[src/rtl/mem_arb_pkg.sv]
// Shared definitions for the two-port memory arbiter, its caches and the line RAM.
package mem_arb_pkg;

    localparam int DEF_ADDR_W = 10;
    localparam int DEF_DATA_W = 20;

    localparam logic MEM_READ  = 1'b0;
    localparam logic MEM_WRITE = 1'b1;

    typedef enum logic [1:0] {
        IDLE = 2'b00,
        BUSY = 2'b01,
        DONE = 2'b10
    } state_t;

endpackage

[src/rtl/mem_arbiter_if.sv]
// Requester-port and memory-bus bundles; master is the side that issues requests.
interface mem_port_if #(
    parameter int ADDR_W = mem_arb_pkg::DEF_ADDR_W,
    parameter int DATA_W = mem_arb_pkg::DEF_DATA_W
);
    logic              req;
    logic              rw;
    logic [ADDR_W-1:0] addr;
    logic [DATA_W-1:0] wdata;
    logic              ready;
    logic              err;
    logic [DATA_W-1:0] rdata;

    modport master (output req, rw, addr, wdata, input ready, err, rdata);
    modport slave  (input req, rw, addr, wdata, output ready, err, rdata);
endinterface

interface mem_bus_if #(
    parameter int ADDR_W = mem_arb_pkg::DEF_ADDR_W,
    parameter int DATA_W = mem_arb_pkg::DEF_DATA_W
);
    logic              mem_req;
    logic              mem_rw;
    logic [ADDR_W-1:0] mem_addr;
    logic [DATA_W-1:0] mem_wdata;
    logic [DATA_W-1:0] mem_rdata;
    logic              mem_ready;

    modport master (output mem_req, mem_rw, mem_addr, mem_wdata, input mem_rdata, mem_ready);
    modport slave  (input mem_req, mem_rw, mem_addr, mem_wdata, output mem_rdata, mem_ready);
endinterface

[src/rtl/mem_arbiter_rr_arbiter2.sv]
// Two-request round-robin pick; a tie goes to the port opposite the last grant.
module rr_arbiter2 (
    input  logic       clk,
    input  logic       rst,
    input  logic [1:0] req,
    input  logic       en,
    output logic       valid,
    output logic       grant
);

    logic last_grant;

    always_comb begin
        // NOTE: every combinational output gets a default first so no path can infer a latch.
        valid = |req;
        grant = 1'b0;
        if (req == 2'b11) grant = ~last_grant;
        else              grant = req[1];
    end

    always_ff @(posedge clk) begin
        // NOTE: sequential state uses non-blocking assignments so all registers update together.
        if (rst)               last_grant <= 1'b1;
        else if (en && valid)  last_grant <= grant;
    end

endmodule

[src/rtl/mem_arbiter.sv]
// Shares one line-wide RAM between two requesters: latch a winner, run it, pulse ready or err.
module mem_arbiter
    import mem_arb_pkg::*;
#(
    parameter int ADDR_W  = DEF_ADDR_W,
    parameter int DATA_W  = DEF_DATA_W,
    parameter int TIMEOUT = 255
) (
    input  logic      clk,
    input  logic      rst,
    mem_port_if.slave p0,
    mem_port_if.slave p1,
    mem_bus_if.master mem
);

    localparam int CNT_W = $clog2(TIMEOUT + 1);

    state_t            state, state_next;
    logic [CNT_W-1:0]  cnt, cnt_next, cnt_inc;
    logic              gnt, gnt_next;
    logic              arb_valid, arb_grant;

    logic              mem_req_q, mem_req_n;
    logic              mem_rw_q, mem_rw_n;
    logic [ADDR_W-1:0] mem_addr_q, mem_addr_n;
    logic [DATA_W-1:0] mem_wdata_q, mem_wdata_n;
    logic [1:0]        ready_q, ready_n;
    logic [1:0]        err_q, err_n;
    logic [DATA_W-1:0] rdata_q [2];
    logic [DATA_W-1:0] rdata_n [2];

    rr_arbiter2 u_rr (
        .clk   (clk),
        .rst   (rst),
        .req   ({p1.req, p0.req}),
        .en    (state == IDLE),
        .valid (arb_valid),
        .grant (arb_grant)
    );

    assign cnt_inc = cnt + 1'b1;

    always_comb begin
        state_next  = state;
        cnt_next    = cnt;
        gnt_next    = gnt;
        mem_req_n   = mem_req_q;
        mem_rw_n    = mem_rw_q;
        mem_addr_n  = mem_addr_q;
        mem_wdata_n = mem_wdata_q;
        ready_n     = '0;
        err_n       = '0;
        rdata_n[0]  = '0;
        rdata_n[1]  = '0;

        unique case (state)
            IDLE: begin
                if (arb_valid) begin
                    state_next  = BUSY;
                    cnt_next    = '0;
                    gnt_next    = arb_grant;
                    mem_req_n   = 1'b1;
                    mem_rw_n    = arb_grant ? p1.rw    : p0.rw;
                    mem_addr_n  = arb_grant ? p1.addr  : p0.addr;
                    mem_wdata_n = arb_grant ? p1.wdata : p0.wdata;
                end
            end
            BUSY: begin
                // Completion is checked before the watchdog so a last-cycle mem_ready still succeeds.
                if (mem.mem_ready) begin
                    state_next     = DONE;
                    mem_req_n      = 1'b0;
                    ready_n[gnt]   = 1'b1;
                    rdata_n[gnt]   = (mem_rw_q == MEM_WRITE) ? '0 : mem.mem_rdata;
                end else if (cnt_inc == CNT_W'(TIMEOUT)) begin
                    state_next     = DONE;
                    mem_req_n      = 1'b0;
                    err_n[gnt]     = 1'b1;
                end else begin
                    cnt_next       = cnt_inc;
                end
            end
            DONE:    state_next = IDLE;
            default: state_next = IDLE;
        endcase
    end

    always_ff @(posedge clk) begin
        if (rst) begin
            state       <= IDLE;
            cnt         <= '0;
            mem_req_q   <= 1'b0;
            mem_rw_q    <= 1'b0;
            mem_addr_q  <= '0;
            mem_wdata_q <= '0;
            ready_q     <= '0;
            err_q       <= '0;
            rdata_q[0]  <= '0;
            rdata_q[1]  <= '0;
        end else begin
            state       <= state_next;
            cnt         <= cnt_next;
            mem_req_q   <= mem_req_n;
            mem_rw_q    <= mem_rw_n;
            mem_addr_q  <= mem_addr_n;
            mem_wdata_q <= mem_wdata_n;
            ready_q     <= ready_n;
            err_q       <= err_n;
            rdata_q[0]  <= rdata_n[0];
            rdata_q[1]  <= rdata_n[1];
        end
    end

    // NOTE: the grant id is only read in BUSY, which always follows a load, so it needs no reset.
    always_ff @(posedge clk) begin
        gnt <= gnt_next;
    end

    assign mem.mem_req   = mem_req_q;
    assign mem.mem_rw    = mem_rw_q;
    assign mem.mem_addr  = mem_addr_q;
    assign mem.mem_wdata = mem_wdata_q;
    assign p0.ready      = ready_q[0];
    assign p0.err        = err_q[0];
    assign p0.rdata      = rdata_q[0];
    assign p1.ready      = ready_q[1];
    assign p1.err        = err_q[1];
    assign p1.rdata      = rdata_q[1];

endmodule
[src/flat_wrapper.sv]
// flat-port wrapper written by rule: the top's interface ports become plain ports
module mem_arbiter_flat import mem_arb_pkg::*;
#(
    parameter int ADDR_W  = DEF_ADDR_W,
    parameter int DATA_W  = DEF_DATA_W,
    parameter int TIMEOUT = 255
)
  (clk, rst, p0_req, p0_rw, p0_addr, p0_wdata, p0_ready, p0_err, p0_rdata, p1_req, p1_rw, p1_addr, p1_wdata, p1_ready, p1_err, p1_rdata, mem_mem_req, mem_mem_rw, mem_mem_addr, mem_mem_wdata, mem_mem_rdata, mem_mem_ready);
  mem_port_if #(.ADDR_W(ADDR_W), .DATA_W(DATA_W)) p0_i ();
  mem_port_if #(.ADDR_W(ADDR_W), .DATA_W(DATA_W)) p1_i ();
  mem_bus_if #(.ADDR_W(ADDR_W), .DATA_W(DATA_W)) mem_i ();
  input  logic clk;
  input  logic rst;
  input wire logic [$bits(p0_i.req)-1:0] p0_req;
  input wire logic [$bits(p0_i.rw)-1:0] p0_rw;
  input wire logic [$bits(p0_i.addr)-1:0] p0_addr;
  input wire logic [$bits(p0_i.wdata)-1:0] p0_wdata;
  output wire logic [$bits(p0_i.ready)-1:0] p0_ready;
  output wire logic [$bits(p0_i.err)-1:0] p0_err;
  output wire logic [$bits(p0_i.rdata)-1:0] p0_rdata;
  input wire logic [$bits(p1_i.req)-1:0] p1_req;
  input wire logic [$bits(p1_i.rw)-1:0] p1_rw;
  input wire logic [$bits(p1_i.addr)-1:0] p1_addr;
  input wire logic [$bits(p1_i.wdata)-1:0] p1_wdata;
  output wire logic [$bits(p1_i.ready)-1:0] p1_ready;
  output wire logic [$bits(p1_i.err)-1:0] p1_err;
  output wire logic [$bits(p1_i.rdata)-1:0] p1_rdata;
  output wire logic [$bits(mem_i.mem_req)-1:0] mem_mem_req;
  output wire logic [$bits(mem_i.mem_rw)-1:0] mem_mem_rw;
  output wire logic [$bits(mem_i.mem_addr)-1:0] mem_mem_addr;
  output wire logic [$bits(mem_i.mem_wdata)-1:0] mem_mem_wdata;
  input wire logic [$bits(mem_i.mem_rdata)-1:0] mem_mem_rdata;
  input wire logic [$bits(mem_i.mem_ready)-1:0] mem_mem_ready;
  assign p0_i.req = p0_req;
  assign p0_i.rw = p0_rw;
  assign p0_i.addr = p0_addr;
  assign p0_i.wdata = p0_wdata;
  assign p0_ready = p0_i.ready;
  assign p0_err = p0_i.err;
  assign p0_rdata = p0_i.rdata;
  assign p1_i.req = p1_req;
  assign p1_i.rw = p1_rw;
  assign p1_i.addr = p1_addr;
  assign p1_i.wdata = p1_wdata;
  assign p1_ready = p1_i.ready;
  assign p1_err = p1_i.err;
  assign p1_rdata = p1_i.rdata;
  assign mem_mem_req = mem_i.mem_req;
  assign mem_mem_rw = mem_i.mem_rw;
  assign mem_mem_addr = mem_i.mem_addr;
  assign mem_mem_wdata = mem_i.mem_wdata;
  assign mem_i.mem_rdata = mem_mem_rdata;
  assign mem_i.mem_ready = mem_mem_ready;
  mem_arbiter #(.ADDR_W(ADDR_W), .DATA_W(DATA_W), .TIMEOUT(TIMEOUT)) u_core (.clk(clk), .rst(rst), .p0(p0_i), .p1(p1_i), .mem(mem_i));
endmodule
[config.mk]
export PLATFORM = sky130hd
export DESIGN_NAME = mem_arbiter_flat
export DESIGN_NICKNAME = d
export VERILOG_FILES = /design/src/rtl/mem_arb_pkg.sv /design/src/rtl/mem_arbiter_if.sv /design/src/rtl/mem_arbiter_rr_arbiter2.sv /design/src/rtl/mem_arbiter.sv /design/src/flat_wrapper.sv
export SDC_FILE = /design/constraint.sdc
export NUM_CORES = 1
export LEC_CHECK = 0
export ABC_AREA = 1
export CAP_MARGIN = 20
export CORE_MARGIN = 1.5
export CORE_UTILIZATION = 40
export CTS_BUF_LIST = sky130_fd_sc_hd__clkbuf_16
export CTS_CLUSTER_SIZE = 16
export DETAILED_ROUTE_END_ITERATION = 10
export PLACE_DENSITY = 0.91
export SYNTH_ARGS = -nofsm -noshare
export SYNTH_HDL_FRONTEND = slang
export SYNTH_SLANG_ARGS = --single-unit
export TNS_END_PERCENT = 100
[constraint.sdc]
create_clock -name clk -period 2.3 [get_ports clk]
set_input_delay 0.46 -clock clk [delete_from_list [all_inputs] [get_ports clk]]
set_output_delay 0.46 -clock clk [all_outputs]
set_load 0.01 [all_outputs]
==> impl_metrics.toml <==
[run_status]
outcome = "finished, final reports clean"

[timing]
tightestPinTransition_ns = 0.6206
slew_headroom_pct = 58.58
min_period_ns = 1.967
setup_ws_ns = 0.3334
final.period_utilization_pct = 85.50
drv_slew = 0
hold_violations = 0
setup_viol = 0
grt_setup_unrepaired = "false"
final.setup_skew_ns = 0.007122
tns_ns = 0
holdWs_ns = 0.4734
fmax_ghz = 0.5085

[global_route]
overflow = 0
grt_pass1_wl_mm = 14.27
antenna_found_initial = 0
grt_pass1_vias = 3154
grt_max_degree = 65
track_usage_pct = 21.09

[routing]
drt_iter0_markers = 133
viasPerCell = 4.975
post_drt_wl_per_cell_microns = 13.61
wl_mm = 9.149
ant_nets = 0
num_vias = 3343
dr.pass1.iters = 4
drcViolationCount = 0

[worst_setup_path]
crit_family = "buffers and inverters"
ff2ff_setup_slack_ns = 0.45
cp_slowest_cell = "clkdlybuf4s50_1"
cp_max_fo = 11
required_ns = 1.84
r2r_start = "u_core.cnt[0]"
startpoint_type = "flop"
path_class = "flop to output port"
cp_cell_sequence = "clkdlybuf4s50_1"
arrival_ns = 1.51
slowest_delay_ns = 0.64
r2r-end = "u_core.cnt[2]"
rr_worst_depth = 8
crit_path_end_kind = "output port"
cp_num_buf_inv = 1

[cells_and_area]
syn2layout_area_growth_pct = 62.59
fin_util_pct = 67.41
diodes = 0
fin_nets = 654
drive_above_1_share_pct = 5.439

[placed_design]
post-place-ws_ns = 0.3290
port_buffers = 162
hpwl_mm = 6.640
gp_congestion = 0.8650

[yosys]
ys_seq_area_share_pct = 55.01
yosysTopAreaCell = "dfxtp_1"
ys_ff_latch = 88
synth_top_cell_area_share_pct = 54.08
syn_inst = 408
yosys_most_used_dff = "dfxtp_1"
avgSynthCellArea_sq_um = 7.894
yosysUniqueCellTypes = 25
synth_commonest_cells = "nand2_1, dfxtp_1, nor2_1, o21ai_0, a31oi_1"
ys_async_sr_fraction_pct = 0
synth_area_sq_um = 3221
yosysMostFrequentCell = "nand2_1"
syn-num-nets = 497
synth.area.top_cells = "dfxtp_1, nand2_1, a31oi_1, nor2_1, o21ai_0"
ys_warn_count = 0
synth_edf_count = 1

[cts]
ctsHtreeMaxLevel = 3
clk_path_buf_depth = 2
clk_pin_slew_ns = 0.07
cts_resized = 0
cts_setup_buffers = 0
cts_hold_buffers = 0
cts_root_buf = "clkbuf_16"
tritoncts = "yes"
clock_latency_ns = 0.33
cts_buffers = 9
clock_sinks = 88

[die]
die_width_microns = 92.73
coreArea_sq_um = 7767
start_util_pct = 41.46
ios = 163
dieArea_sq_um = 8599
chipHeight_microns = 92.73
num_rows = 32

[flow_run]
cap_violations = 0

[min_path]
whs_path_depth = 1
min_to = "u_core.ready_q[0]"
hold_path.class = "flop to flop"
hp-start = "u_core.gnt"

[pwr]
p_total_w = 0.003823
p_leak_nw = 2.084
ir_drop_v = 0.0003492
powerDensity_nw_per_um2 = 730.2
-- where the power goes --
part	internal [W]	switching [W]	total, W
sequential	0.00163	0.0000618	0.00169
combinational	0.000369	0.000319	0.000687
clock	0.000851	0.000596	0.00145
-- metrics by stage --
| stage | cell area, sq um | cells |
|---|---|---|
| detailed placement | 4935 | 656 |
| CTS | 5236 | 672 |
| finish | 5236 | 672 |
| global route | 5236 | 672 |
| floorplan | 3221 | 408 |
| global placement | 4935 | 656 |
-- layout by cell type, fill, tap and decap left out, types with 2 or more instances in the layout --
master             n
ha_1               2
a31oi_1           31
nor2_1            51
nand3_1           17
o21ai_0           33
clkinv_1           2
a21oi_1            9
clkdlybuf4s50_1  162
clkinvlp_4         2
clkbuf_16          9
inv_1             16
nor3_1            10
dfxtp_1           87
nand2_1          113
buf_4              7
o21bai_1           2
o21ai_1            2
inv_6              3
nor2_2             2
-- metal layers --
layer / GRT usage, % / wire (microns)
met5: 0 / 0
met4: 11.11 / 233
met3: 5.829 / 775
met2: 38.54 / 4669
met1: 21.74 / 3470
-- cells by family after synthesis --
kind of cell               after synthesis  synth area share, %
buffers and inverters                   43                5.556
xor gates and xnor gates                 1               0.2720
AOI/OAI and AO/OA                       78                13.60
and+or+nand+nor                        196                24.79
adders and majority gates                2               0.7769
DFF                                     88                55.01
-- worst max-delay path by stage --
| stage | to | from | depth (start not counted) |
|---|---|---|---|
| after CTS | mem_mem_rw | u_core.mem.mem_rw | 1 |
| after detailed placement | u_core.rdata_q[0][31] | mem_mem_ready | 7 |
| final | mem_mem_rw | u_core.mem.mem_rw | 1 |
| after global placement | u_core.rdata_q[0][3] | rst | 6 |
| after global routing | u_core.cnt[4] | u_core.cnt[0] | 8 |
| after floorplan | u_core.cnt[1] | u_core.cnt[0] | 9 |
-- final cells by class --
class / instances / area, sq um
Timing Repair Buffer: 170 / 1694
Inverter: 19 / 71.32
Clock buffer: 9 / 225.2
Fill cell: 576 / 2531
Clock inverter: 7 / 76.32
Sequential cell: 88 / 1772
Multi-Input combinational cell: 277 / 1270
Tap cell: 102 / 127.6
-- flip-flops by register name, indices dropped and copies added, names as in the netlist --
| name | cells |
|---|---|
| u_core.ready_q | 2 |
| u_core.rdata_q | 40 |
| u_core.mem.mem_addr | 10 |
| u_core.err_q | 2 |
| u_core.cnt | 8 |
| u_core.state | 2 |
| u_core.mem.mem_wdata | 20 |
| u_core.mem.mem_rw | 1 |
| u_core.gnt | 1 |
| u_core.mem.mem_req | 1 |
| u_core.u_rr.last_grant | 1 |
Note: power is estimated with default switching activity, not from simulation.
